`src/rtl/snake_pkg.sv`:
```
// Shared snake/gesture definitions: direction codes, gesture flag bit indices,
// controller state encoding and direction helpers.
package snake_pkg;

   typedef enum logic [1:0] {
      DIR_UP    = 2'd0,
      DIR_DOWN  = 2'd1,
      DIR_LEFT  = 2'd2,
      DIR_RIGHT = 2'd3
   } dir_t;

   localparam int unsigned GES_UP    = 0;
   localparam int unsigned GES_DOWN  = 1;
   localparam int unsigned GES_LEFT  = 2;
   localparam int unsigned GES_RIGHT = 3;
   localparam int unsigned GES_FWD   = 4;
   localparam int unsigned GES_BWD   = 5;
   localparam int unsigned GES_CW    = 6;
   localparam int unsigned GES_CCW   = 7;

   typedef enum logic {
      ST_IDLE,
      ST_HOLD
   } ctrl_state_t;

   // Codes are paired so that flipping bit0 yields the opposite direction.
   function automatic dir_t dir_opposite(input dir_t d);
      return dir_t'(d ^ 2'b01);
   endfunction

   function automatic dir_t ges_to_dir(input logic [3:0] flags);
      dir_t d;
      d = DIR_UP;
      if (flags[GES_DOWN])  d = DIR_DOWN;
      if (flags[GES_LEFT])  d = DIR_LEFT;
      if (flags[GES_RIGHT]) d = DIR_RIGHT;
      return d;
   endfunction

endpackage

```
`src/rtl/dir_fifo.sv`:
```
// Small synchronous direction queue; a pop frees a slot for a push in the
// same cycle even when full.
module dir_fifo #(
   parameter int unsigned FIFO_DEPTH = 2
) (
   input  logic                        clk,
   input  logic                        rst_n,
   input  logic                        push,
   input  logic                        pop,
   input  logic [1:0]                  wdata,
   output logic [1:0]                  head,
   output logic [1:0]                  tail,
   output logic                        full,
   output logic                        empty,
   output logic [$clog2(FIFO_DEPTH):0] count
);

   localparam int unsigned AW = $clog2(FIFO_DEPTH);
   localparam int unsigned CW = AW + 1;
   localparam logic [CW-1:0] FULL_CNT = CW'(FIFO_DEPTH);

   logic [1:0]    mem [FIFO_DEPTH];
   logic [AW-1:0] wr_ptr;
   logic [AW-1:0] rd_ptr;
   logic [AW-1:0] tail_ptr;
   logic          do_push;
   logic          do_pop;

   always_comb begin
      empty    = (count == '0);
      full     = (count == FULL_CNT);
      do_pop   = pop && !empty;
      do_push  = push && (!full || do_pop);
      tail_ptr = wr_ptr - 1'b1;
      head     = mem[rd_ptr];
      tail     = mem[tail_ptr];
   end

   always_ff @(posedge clk or negedge rst_n) begin
      if (!rst_n) begin
         wr_ptr <= '0;
         rd_ptr <= '0;
         count  <= '0;
         for (int unsigned i = 0; i < FIFO_DEPTH; i++) mem[i] <= '0;
      end else begin
         if (do_push) begin
            mem[wr_ptr] <= wdata;
            wr_ptr      <= wr_ptr + 1'b1;
         end
         if (do_pop) rd_ptr <= rd_ptr + 1'b1;
         case ({do_push, do_pop})
            2'b10:   count <= count + 1'b1;
            2'b01:   count <= count - 1'b1;
            default: count <= count;
         endcase
      end
   end

endmodule

```
`src/rtl/gesture_dir_ctrl.sv`:
```
// PAJ7620 gesture byte to snake direction commands: classify, reject reversals,
// hold off repeats, queue accepted directions. Optional pause via GESTURE_PAUSE_EN.
module gesture_dir_ctrl
   import snake_pkg::*;
#(
   parameter int unsigned CLK_FREQ   = 50_000_000,
   parameter int unsigned HOLD_MS    = 200,
   parameter int unsigned FIFO_DEPTH = 2
) (
   input  logic                        sys_clk,
   input  logic                        sys_rst_n,
   input  logic [7:0]                  po_data,
   input  logic                        move,
   output logic [1:0]                  dir,
   output logic                        dir_upd,
   output logic [$clog2(FIFO_DEPTH):0] q_cnt,
   output logic                        drop,
   output logic                        pause,
   output logic                        busy
);

   localparam int unsigned HOLD_CYC  = CLK_FREQ / 1000 * HOLD_MS;
   localparam int unsigned HCW       = (HOLD_CYC > 1) ? $clog2(HOLD_CYC) : 1;
   localparam int unsigned HOLD_LAST = (HOLD_CYC > 0) ? HOLD_CYC - 1 : 0;
   localparam logic [HCW-1:0] HOLD_LAST_W = HCW'(HOLD_LAST);

   ctrl_state_t    state, state_nx;
   logic [HCW-1:0] hold_cnt;
   logic [7:0]     po_r;
   dir_t           dir_q;
   logic           dir_upd_q;
   logic           drop_q;
   logic           pause_i;

   logic [1:0]     fifo_head, fifo_tail;
   logic           fifo_full, fifo_empty;

   logic           gesture_evt, in_idle, is_dir, dir_ok;
   logic           pop_en, push_en, drop_nx, pause_tgl, start_hold;
   dir_t           cand, ref_dir;

   always_comb begin
      in_idle     = (state == ST_IDLE);
      gesture_evt = (po_data != po_r) && (po_data != '0);
      is_dir      = (po_data[7:4] == '0) && $onehot(po_data[3:0]);
      cand        = ges_to_dir(po_data[3:0]);
      // The reference is the pre-pop tail, so a same-cycle pop never changes it.
      ref_dir     = fifo_empty ? dir_q : dir_t'(fifo_tail);
      dir_ok      = in_idle && gesture_evt && is_dir && (cand != dir_opposite(ref_dir));
      pop_en      = move && !fifo_empty && !pause_i;
      push_en     = dir_ok && (!fifo_full || pop_en);
      drop_nx     = dir_ok && fifo_full && !pop_en;
      start_hold  = dir_ok || pause_tgl;
   end

`ifdef GESTURE_PAUSE_EN
   logic pause_q;

   always_comb pause_tgl = in_idle && gesture_evt &&
                           ((po_data == (8'd1 << GES_FWD)) || (po_data == (8'd1 << GES_BWD)));

   always_ff @(posedge sys_clk or negedge sys_rst_n) begin
      if (!sys_rst_n) pause_q <= 1'b0;
      else if (pause_tgl) pause_q <= !pause_q;
   end

   assign pause_i = pause_q;
`else
   assign pause_tgl = 1'b0;
   assign pause_i   = 1'b0;
`endif

   dir_fifo #(
      .FIFO_DEPTH (FIFO_DEPTH)
   ) u_dir_fifo (
      .clk   (sys_clk),
      .rst_n (sys_rst_n),
      .push  (push_en),
      .pop   (pop_en),
      .wdata (cand),
      .head  (fifo_head),
      .tail  (fifo_tail),
      .full  (fifo_full),
      .empty (fifo_empty),
      .count (q_cnt)
   );

   always_ff @(posedge sys_clk or negedge sys_rst_n) begin
      if (!sys_rst_n) begin
         state    <= ST_IDLE;
         hold_cnt <= '0;
      end else begin
         state    <= state_nx;
         hold_cnt <= (state == ST_HOLD) ? hold_cnt + 1'b1 : '0;
      end
   end

   always_comb begin
      state_nx = state;
      case (state)
         ST_IDLE: if (start_hold && (HOLD_CYC != 0)) state_nx = ST_HOLD;
         ST_HOLD: if (hold_cnt == HOLD_LAST_W) state_nx = ST_IDLE;
         default: state_nx = ST_IDLE;
      endcase
   end

   always_comb begin
      busy = (state == ST_HOLD);
   end

   always_ff @(posedge sys_clk or negedge sys_rst_n) begin
      if (!sys_rst_n) begin
         po_r      <= '0;
         dir_q     <= DIR_RIGHT;
         dir_upd_q <= 1'b0;
         drop_q    <= 1'b0;
      end else begin
         po_r      <= po_data;
         dir_upd_q <= pop_en && (fifo_head != dir_q);
         drop_q    <= drop_nx;
         if (pop_en) dir_q <= dir_t'(fifo_head);
      end
   end

   assign dir     = dir_q;
   assign dir_upd = dir_upd_q;
   assign drop    = drop_q;
   assign pause   = pause_i;

endmodule
```
`config.mk`:
```
export PLATFORM = sky130hd
export DESIGN_NAME = gesture_dir_ctrl
export DESIGN_NICKNAME = d
export VERILOG_FILES = /design/src/rtl/snake_pkg.sv /design/src/rtl/dir_fifo.sv /design/src/rtl/gesture_dir_ctrl.sv
export SDC_FILE = /design/constraint.sdc
export NUM_CORES = 1
export LEC_CHECK = 0
export ABC_CLOCK_PERIOD_IN_PS = 4300
export CORE_ASPECT_RATIO = 1.5
export CORE_UTILIZATION = 33
export DETAILED_ROUTE_END_ITERATION = 8
export GPL_TIMING_DRIVEN = 0
export HOLD_SLACK_MARGIN = 0.08
export PLACE_DENSITY = 0.57
export SLEW_MARGIN = 25
export SYNTH_ARGS = -nofsm -noshare
export SYNTH_HDL_FRONTEND = slang
export SYNTH_SLANG_ARGS = --single-unit
```
`constraint.sdc`:
```
create_clock -name sys_clk -period 4.3 [get_ports sys_clk]
set_input_delay 1.29 -clock sys_clk [delete_from_list [all_inputs] [get_ports sys_clk]]
set_output_delay 1.29 -clock sys_clk [all_outputs]
set_load 0.03 [all_outputs]
```
==> results of run 1 <==
==> area by class of cell <==
| class | count | area [um2] |
|---|---|---|
| tap | 76 | 95.1 |
| clock buffer | 5 | 68.8 |
| timing repair buffer | 18 | 191 |
| fill | 669 | 3930 |
| clock inverter | 3 | 21.3 |
| inverter | 12 | 45.0 |
| buffer | 9 | 43.8 |
| sequential | 45 | 1130 |
| multi-input combinational | 157 | 1100 |
==> cells by family after synthesis <==
| family | Yosys count |
|---|---|
| AO/OA/AOI/OAI | 25 |
| XOR/XNOR | 31 |
| adder cells (fa/ha/maj) | 6 |
| buffers and inverters | 21 |
| flip-flops | 45 |
| multiplexers | 8 |
| other | 1 |
| AND/OR/NAND/NOR | 86 |
==> power breakdown <==
part / internal (mW) / total, mW / switching [mW]
Clock: 0.116 / 0.280 / 0.164
Sequential: 0.443 / 0.456 / 0.0130
Combinational: 0.0916 / 0.208 / 0.116
Total: 0.651 / 0.944 / 0.294
==> worst max-delay path, delay by kind of cell <==
family / cells / cell delay, ps
compound gates: 2 / 380
xor+xnor: 1 / 150
fa+ha+maj: 4 / 1280
buf+inv: 3 / 670
simple gates: 3 / 500
==> synthesized netlist by cell type (all sizes together) (2+ instances only) <==
cell / instances
a21oi: 9
and4: 2
buf: 5
clkbuf: 4
dfrtp: 43
dfstp: 2
ha: 5
inv: 12
mux2: 5
mux2i: 3
nand2: 12
nand3: 9
nand4: 6
nor2: 22
nor3: 7
nor4: 9
nor4b: 2
o21ai: 10
or2: 2
or3: 8
xnor2: 15
xor2: 16
==> routing by layer <==
layer | vias up | GRT usage [%]
met5 | - | 0
met4 | 0 | 5.71
met3 | 6 | 3.10
met2 | 21 | 23.8
met1 | 787 | 15.3
li1 | 819 | -
==> through the flow <==
stage               cells  worst slack (ps)  total power [mW]
floorplan             223               625             0.607
global placement      316              -344             0.671
finish                325               260             0.944
global route          325             -7.34             0.995
detailed placement    317              -328             0.674
CTS                   325               122             0.956
==> path summary, 6_finish.rpt <==
check                       startpoint                  end  slack [ps]  depth (start not counted)
setup / recovery            po_data[1]  u_dir_fifo.count[1]         260                         13
setup reg to reg                dir[0]  u_dir_fifo.count[1]        2190                          7
hold / removal             hold_cnt[0]          hold_cnt[0]         490                          1
min in group asynchronous    sys_rst_n              dir_upd         980                          1
max in group asynchronous    sys_rst_n          hold_cnt[6]        2800                          2
hold reg to reg            hold_cnt[0]          hold_cnt[0]         490                          1
==> repair_timing <==
item                       CTS  global route
resized for setup            1             3
setup endpoints to repair    1             1
pin swaps                    0             0
==> state kept, by name, indices dropped and copies added, names as in the netlist <==
| signal | count |
|---|---|
| dir_upd | 1 |
| u_dir_fifo.mem | 4 |
| dir | 2 |
| u_dir_fifo.count | 2 |
| drop | 1 |
| u_dir_fifo.wr_ptr | 1 |
| busy | 1 |
| po_r | 8 |
| hold_cnt | 24 |
| u_dir_fifo.rd_ptr | 1 |
==> results.md, run 1 <==
* Power Density at 351 mW/mm2
* Mux cell area share after synthesis at 4.08%
* Maximum vdd drop at 0.000109 V
* Area grow syn2layout at 17.0%
* Clock buffer count from CTS at 5
* Most frequent cells in the layout: dfrtp_1 (43), nor2_1 (22), xor2_1 (16), xnor2_1 (15), clkdlybuf4s50_1 (15)
* Slew margin rel. at 59.3%
* Crit Path Class: primary input to flop
* Uppermost routed layer: met4
* Total track usage at 13.5%
* Vias at 1633
* Fin area at 0.00269 mm2
* Adder-cell area share of the yosys netlist at 3.59%
* Yosys top cell area share at 46.8%
* Vias per Instance at 5.02
* Largest family of logic cells by synthesized area: simple AND/OR/NAND/NOR gates
* Hold Crit Class: flop to flop
* CP Cell Sequence: clkdlybuf4s50_1 > inv_1 > fa_1 > inv_1 > ha_1 > ha_1 > nor4_2 > o211ai_1 > a21oi_2 > nand3_2 > ha_1 > nor2_1 > xor2_1
* Post-CTS Setup Inserts at 0
* ANT cells at 0
* CTS Hold Bufs at 0
* Vias in the first global route at 1699
* Metal-1 WL at 1890 um
* Initial antenna violation count at 0
* Post-Syn Area at 0.00230 mm2
* Max cap viols at 0
* Critical Path Max Stage Delay at 530 ps
* Full die area at 0.00731 mm2
* HPWL after detailed placement at 3220 um
* Synth Area in Compound Gates at 7.46%
* Ratio of cells with drive above 1 in the final layout at 11.6%
* Number of synthesized flops with an enable pin at 0
* Slowest cell on the critical path: clkdlybuf4s50_1
* Port Buffers at 17
* Largest area contributor in the netlist: dfrtp_1
* Die Wd at 70.1 um
* Slew @ Worst Pin at 610 ps
* Cell count after synthesis at 223
* WL met2 at 2380 um
* Fraction of the yosys area taken by sequential cells at 49.1%
* Final Util at 40.6%
* Synth area leaders: dfrtp_1 (47%), xor2_1 (6.1%), xnor2_1 (5.7%)
* Wire length of the first global-routing pass at 7820 um
* Sum Neg Setup Slack at 0 ps
* P_leak at 1.11 nW
* Boundary Pins at 19
* Dpl cell area at 0.00259 mm2
* Flops & latches, synth at 45
* First-pass DRT Iterations at 4
* Post-synthesis xor/xnor area fraction at 11.8%
* Clock buffer depth at 2
* Minimum hold slack at 492 ps
* Clock transition at the registers of the reported paths at 100 ps
* Avg WL per Cell at 13.8 um
* Maximum clock frequency at 0.248 GHz
* H-tree depth at 2
* Cell Rows at 36
* Drt total wl at 4480 um
* Post-synthesis async set-or-reset flop share at 100%
* Initial Util at 34.7%
* Routed Antenna Nets at 0
* Core Footprint at 0.00662 mm2
* Clk_lat worst skew at 310 ps
* Remaining global-route overflow at 0
* Die height at 104 um
* Avg Cell Area, Syn at 10.3 um2
* Top FF cell, synth: dfrtp_1
* Critical path required time at 4540 ps
* Syn Nets at 240
* Clock skew at 9.09 ps
* DRT iter0 DRCs at 52
* CP max FO at 4
* Minimum clock period at 4040 ps
* CP most frequent cell: ha_1
* CTS tree: built
* Startpoint type of the worst setup path: primary input
* Sink Count at 45
* Final Max Slew Viols at 0
* Worst setup EP type: flop
* GPL Wtd Cong at 0.798
* Outcome: complete, no violations
* Setup-failing EPs final at 0
* Post-Synth Simple-Gate Area at 19.9%
* DRC at 0
* Tcrit/Tclk final at 93.9%
* Unique masters post-synth at 41
* Arr. time, crit path at 4280 ps
* Met3 WL at 130 um
* NumNets Final at 265
* Synth warn at 0
* Commonest non-fill, non-tap cell in the layout: dfrtp_1
* Final Hold Vio Count at 0
* Root buf cell: clkbuf_8
* Pin count of the biggest net entering global routing at 26
No activity file was read; power rests on OpenSTA's default activity.
==> run 2, diff against run 1 <==
--- a/config.mk
+++ b/config.mk
@@ -9,7 +9,6 @@
 export CORE_ASPECT_RATIO = 1.5
 export CORE_UTILIZATION = 33
 export DETAILED_ROUTE_END_ITERATION = 8
-export GPL_TIMING_DRIVEN = 0
 export HOLD_SLACK_MARGIN = 0.08
 export PLACE_DENSITY = 0.57
 export SLEW_MARGIN = 25
==> results.md, run 2 (synthesis results as in run 1) <==
* Clock buffer count from CTS at 5
* Most frequent cells in the layout: dfrtp_1 (43), nor2_1 (22), xor2_1 (16), clkdlybuf4s50_1 (16), xnor2_1 (15)
* CP bufs+invs at 3
* Critical Path Max Stage Delay at 540 ps
* Critical path required time at 4520 ps
* Sink Count at 45
* First-pass DRT Iterations at 4
* Die Wd at 70.1 um
* Startpoint type of the worst setup path: primary input
* CP max FO at 3
* Total track usage at 13.2%
* Hold Crit Class: flop to flop
* CP Cell Sequence: clkdlybuf4s50_1 > inv_1 > fa_1 > inv_1 > ha_1 > ha_1 > nor4_1 > o211ai_1 > a21oi_2 > nand3_1 > ha_1 > nor2_1 > xor2_1
* Vias in the first global route at 1594
* DRC at 0
* Final Hold Vio Count at 0
* Commonest non-fill, non-tap cell in the layout: dfrtp_1
* Core Footprint at 0.00662 mm2
* Crit Reg-Reg Startpoint: po_r[0]
* Clk_lat worst skew at 300 ps
* Arr. time, crit path at 4290 ps
* Ratio of cells with drive above 1 in the final layout at 11.1%
* Port Buffers at 17
* CP most frequent cell: ha_1
* Critical Path End: u_dir_fifo.count[1]
* Remaining global-route overflow at 0
* Slew margin rel. at 49.9%
* Crit path from: po_data[0]
* Maximum vdd drop at 0.000156 V
* DRT iter0 DRCs at 72
* Setup-failing EPs final at 0
* Boundary Pins at 19
* CTS tree: built
* Die height at 104 um
* Vias per Instance at 4.92
* Fin cells at 320
* H-tree depth at 2
* Final Max Slew Viols at 0
* P_leak at 1.10 nW
* NumNets Final at 260
* Cell Rows at 36
* GPL Wtd Cong at 0.757
* Pin count of the biggest net entering global routing at 46
* Reg with most FFs: hold_cnt
* Initial Util at 34.7%
* Area grow syn2layout at 15.1%
* Minimum clock period at 4070 ps
* Crit-path leading delay family: adder cells
* Initial antenna violation count at 0
* Outcome: complete, no violations
* Crit Path Class: primary input to flop
* Clock buffer depth at 2
* Placed Cells at 312
* Avg WL per Cell at 13.9 um
* Maximum clock frequency at 0.246 GHz
* Max cap viols at 0
* Clock transition at the registers of the reported paths at 90 ps
* Wire length of the first global-routing pass at 7690 um
* Top Registers: hold_cnt x24, po_r x8, u_dir_fifo.mem x4
* Slowest cell on the critical path: fa_1
* Power Density at 348 mW/mm2
* Clock skew at 6.25 ps
* ANT cells at 0
* RSZ-0062 raised after global routing: false
* Worst R2R End: u_dir_fifo.count[1]
* Vias at 1575
* Tcrit/Tclk final at 94.6%
* Full die area at 0.00731 mm2
* HPWL after detailed placement at 3150 um
* Tot Pwr at 0.920 mW
* Worst setup EP type: flop
* Drt total wl at 4460 um
* Routed Antenna Nets at 0
* R2R Setup Slk at 2150 ps
* Cell depth of the worst setup path at 13
* Slew @ Worst Pin at 751 ps
* Max reg flops at 24
* Post-CTS Setup Inserts at 0
* Root buf cell: clkbuf_8
* Worst R2R Path Depth at 7
-- run 2: cell types whose count changed in the layout (fill, tap and decap cells not counted), sizes merged --
cell,change
clkbuf,-4
buf,-1
dlygate4sd2,-1
clkdlybuf4s50,+1
-- run 2: how the worst min path moves through the flow --
stage | slack, ps | end | from | cells past startpoint
2_1_floorplan | 450 | hold_cnt[0] | hold_cnt[0] | 1
3_3_place_gp | 480 | hold_cnt[0] | hold_cnt[0] | 1
3_5_place_dp | 470 | hold_cnt[0] | hold_cnt[0] | 1
4_1_cts | 480 | hold_cnt[0] | hold_cnt[0] | 1
5_1_grt | 530 | hold_cnt[0] | hold_cnt[0] | 1
6_report | 480 | hold_cnt[0] | hold_cnt[0] | 1
-- run 2: final cells by class --
class | instances | area [um2]
tap | 76 | 95.1
clock buffer | 5 | 68.8
inverter | 12 | 45.0
clock inverter | 3 | 21.3
sequential | 45 | 1130
fill | 667 | 3980
timing repair buffer | 22 | 203
multi-input combinational | 157 | 1080
-- run 2: per-layer routing --
layer	track usage, %	routed length, um
met1	15.5	1920
met2	23.5	2340
met3	2.71	122
met4	4.71	70
met5	0	0
-- run 2: worst reg2reg max path, cell delays in order, from the launching register on --
cell	delay (ps)
dfrtp_1	380
xor2_1	160
nor4_1	640
a21oi_2	160
nand3_1	160
ha_1	270
nor2_1	140
xor2_1	160
-- run 2: timing repair --
action                     4_1_cts  5_1_grt
hold buffers                     0        0
setup endpoints to repair        0        1
gates resized for setup          0        1
-- run 2: report_power, final --
part / total [mW] / internal, mW / leakage, nW / switching (mW)
clock network: 0.266 / 0.115 / 0.0445 / 0.151
logic: 0.176 / 0.0817 / 0.477 / 0.0938
registers: 0.478 / 0.443 / 0.576 / 0.0348
total: 0.920 / 0.640 / 1.10 / 0.280
-- run 2: stage by stage --
| stage | setup WS, ps | setup TNS [ps] | instance area [um2] | hold WS [ps] | utilization, % |
|---|---|---|---|---|---|
| 6_report | 232 | 0 | 2650 | 484 | 40.0 |
| 2_1_floorplan | 625 | 0 | 2300 | 446 | - |
| 3_5_place_dp | -138 | -156 | 2550 | 466 | 38.5 |
| 3_3_place_gp | -37.1 | -37.1 | 2550 | 476 | 38.5 |
| 5_1_grt | 79.2 | 0 | 2650 | 528 | 40.0 |
| 4_1_cts | 170 | 0 | 2640 | 481 | 39.9 |
==> run 3, diff against run 2 <==
--- a/config.mk
+++ b/config.mk
@@ -6,11 +6,12 @@
 export NUM_CORES = 1
 export LEC_CHECK = 0
 export ABC_CLOCK_PERIOD_IN_PS = 4300
+export CAP_MARGIN = 10
 export CORE_ASPECT_RATIO = 1.5
-export CORE_UTILIZATION = 33
+export CORE_UTILIZATION = 45
 export DETAILED_ROUTE_END_ITERATION = 8
 export HOLD_SLACK_MARGIN = 0.08
-export PLACE_DENSITY = 0.57
+export PLACE_DENSITY = 0.71
 export SLEW_MARGIN = 25
 export SYNTH_ARGS = -nofsm -noshare
 export SYNTH_HDL_FRONTEND = slang
==> results.md, run 3 (synthesis results as in run 1) <==
* Outcome: complete, no violations
* Max reg flops at 24
* Initial antenna violation count at 0
* ANT cells at 0
* Placed Cells at 302
* P_leak at 1.10 nW
* Fin cells at 310
* Post-CTS Setup Inserts at 0
* Maximum vdd drop at 0.000146 V
* Clock buffer depth at 2
* Maximum clock frequency at 0.250 GHz
* Initial Util at 47.0%
* Tcrit/Tclk final at 92.8%
* GR peak layer: met2
* Clock buffer count from CTS at 5
* Clk pwr share at 28.8%
* Avg WL per Cell at 13.5 um
* Routed Antenna Nets at 0
* Core Footprint at 0.00489 mm2
* Reg with most FFs: hold_cnt
* GR Layer Usage met1 at 21.1%
* Top Registers: hold_cnt x24, po_r x8, u_dir_fifo.mem x4
* Flop pwr share at 52.3%
* CTS tree: built
* Crit Reg-Reg Startpoint: dir[0]
* Boundary Pins at 19
* Wire length of the first global-routing pass at 7350 um
* NumNets Final at 260
* Slew @ Worst Pin at 729 ps
* Sink Count at 45
* Hold Crit Class: flop to flop
* Final Hold Vio Count at 0
* GPL Wtd Cong at 0.830
* Port Buffers at 17
* R2R Setup Slk at 2170 ps
* Fin area at 0.00264 mm2
* Full die area at 0.00540 mm2
* Remaining global-route overflow at 0
* DRT iter0 DRCs at 109
* Minimum clock period at 3990 ps
* Sw frac at 30.4%
* Met2 Use GR at 31.7%
* Worst setup EP type: flop
* Min-delay src: hold_cnt[0]
* DRC at 0
* First-pass DRT Iterations at 5
* Area grow syn2layout at 14.8%
* CP max FO at 2
* Die Wd at 60.4 um
* Most frequent cells in the layout: dfrtp_1 (43), nor2_1 (22), xor2_1 (16), clkdlybuf4s50_1 (16), xnor2_1 (15)
* Startpoint type of the worst setup path: primary input
* Setup-failing EPs final at 0
* Critical path required time at 4530 ps
* Comb pwr share at 18.9%
* Sum Neg Setup Slack at 0 ps
* Commonest non-fill, non-tap cell in the layout: dfrtp_1
* Vias in the first global route at 1674
* H-tree depth at 2
* RSZ-0062 raised after global routing: false
* Cell Rows at 31
* Clock transition at the registers of the reported paths at 90 ps
* Vias per Instance at 5.34
* HPWL after detailed placement at 2900 um
* Power Density at 348 mW/mm2
* Crit Path Class: primary input to flop
* Sw Pwr at 0.279 mW
* Clock skew at 8.21 ps
* Crit path from: po_data[0]
* Max cap viols at 0
* Total track usage at 18.3%
* Internal power at 0.640 mW
* Root buf cell: clkbuf_8
* Final Max Slew Viols at 0
* Arr. time, crit path at 4220 ps
* Met3 Use GR at 3.62%
* Pin count of the biggest net entering global routing at 46
* Vias at 1654
* Clk_lat worst skew at 300 ps
* Dpl cell area at 0.00254 mm2
* Ratio of cells with drive above 1 in the final layout at 11.1%
* Die height at 89.5 um
* Slew margin rel. at 51.4%
* Drt total wl at 4180 um
* Tot Pwr at 0.919 mW
run 3: path summary, 6_finish.rpt:
path,to,cells after the start
max,u_dir_fifo.count[1],13
min,hold_cnt[0],1
max reg2reg,u_dir_fifo.count[1],7
min reg2reg,hold_cnt[0],1
max in group asynchronous,hold_cnt[8],1
min in group asynchronous,u_dir_fifo.rd_ptr,1
run 3: critical path, stage by stage:
cell and delay [ps]:
clkdlybuf4s50_1 480, inv_1 80, fa_1 530, inv_1 40, ha_1 170, ha_1 280
nor4_2 240, o211ai_1 130, a21oi_1 200, nand3_1 130, ha_1 330, nor2_1 150
xor2_1 160
run 3: cell type report:
type / count / area [um2]
clock buffer: 5 / 68.8
tap: 66 / 82.6
multi-input combinational: 157 / 1090
clock inverter: 3 / 21.3
sequential: 45 / 1130
inverter: 12 / 45.0
timing repair buffer: 22 / 205
fill: 456 / 2250
run 3: repair_timing:
action | CTS | global route
gates resized for setup | 0 | 1
setup endpoints to repair | 0 | 1
hold buffers | 0 | 0
run 3: routing by layer:
metal | up-vias | wire length, um
met5 | - | 0
met4 | 0 | 95
met3 | 10 | 108
met2 | 27 | 2170
met1 | 809 | 1810
li1 | 808 | -
run 3: power groups by stage:
stage	Clock, mW	Sequential [mW]	Combinational (mW)
after floorplan	0	0.485	0.122
after global placement	0	0.487	0.171
after detailed placement	0	0.490	0.173
after CTS	0.277	0.481	0.174
after global routing	0.293	0.486	0.194
final	0.265	0.480	0.174
run 3: stage by stage:
stage / setup WS [ps] / hold WS [ps] / utilization (%)
after detailed placement: -22.8 / 477 / 52.0
after floorplan: 625 / 446 / -
after global placement: 72.3 / 474 / 52.0
after CTS: 295 / 491 / 53.8
after global routing: 1.52 / 536 / 54.0
final: 308 / 487 / 54.0
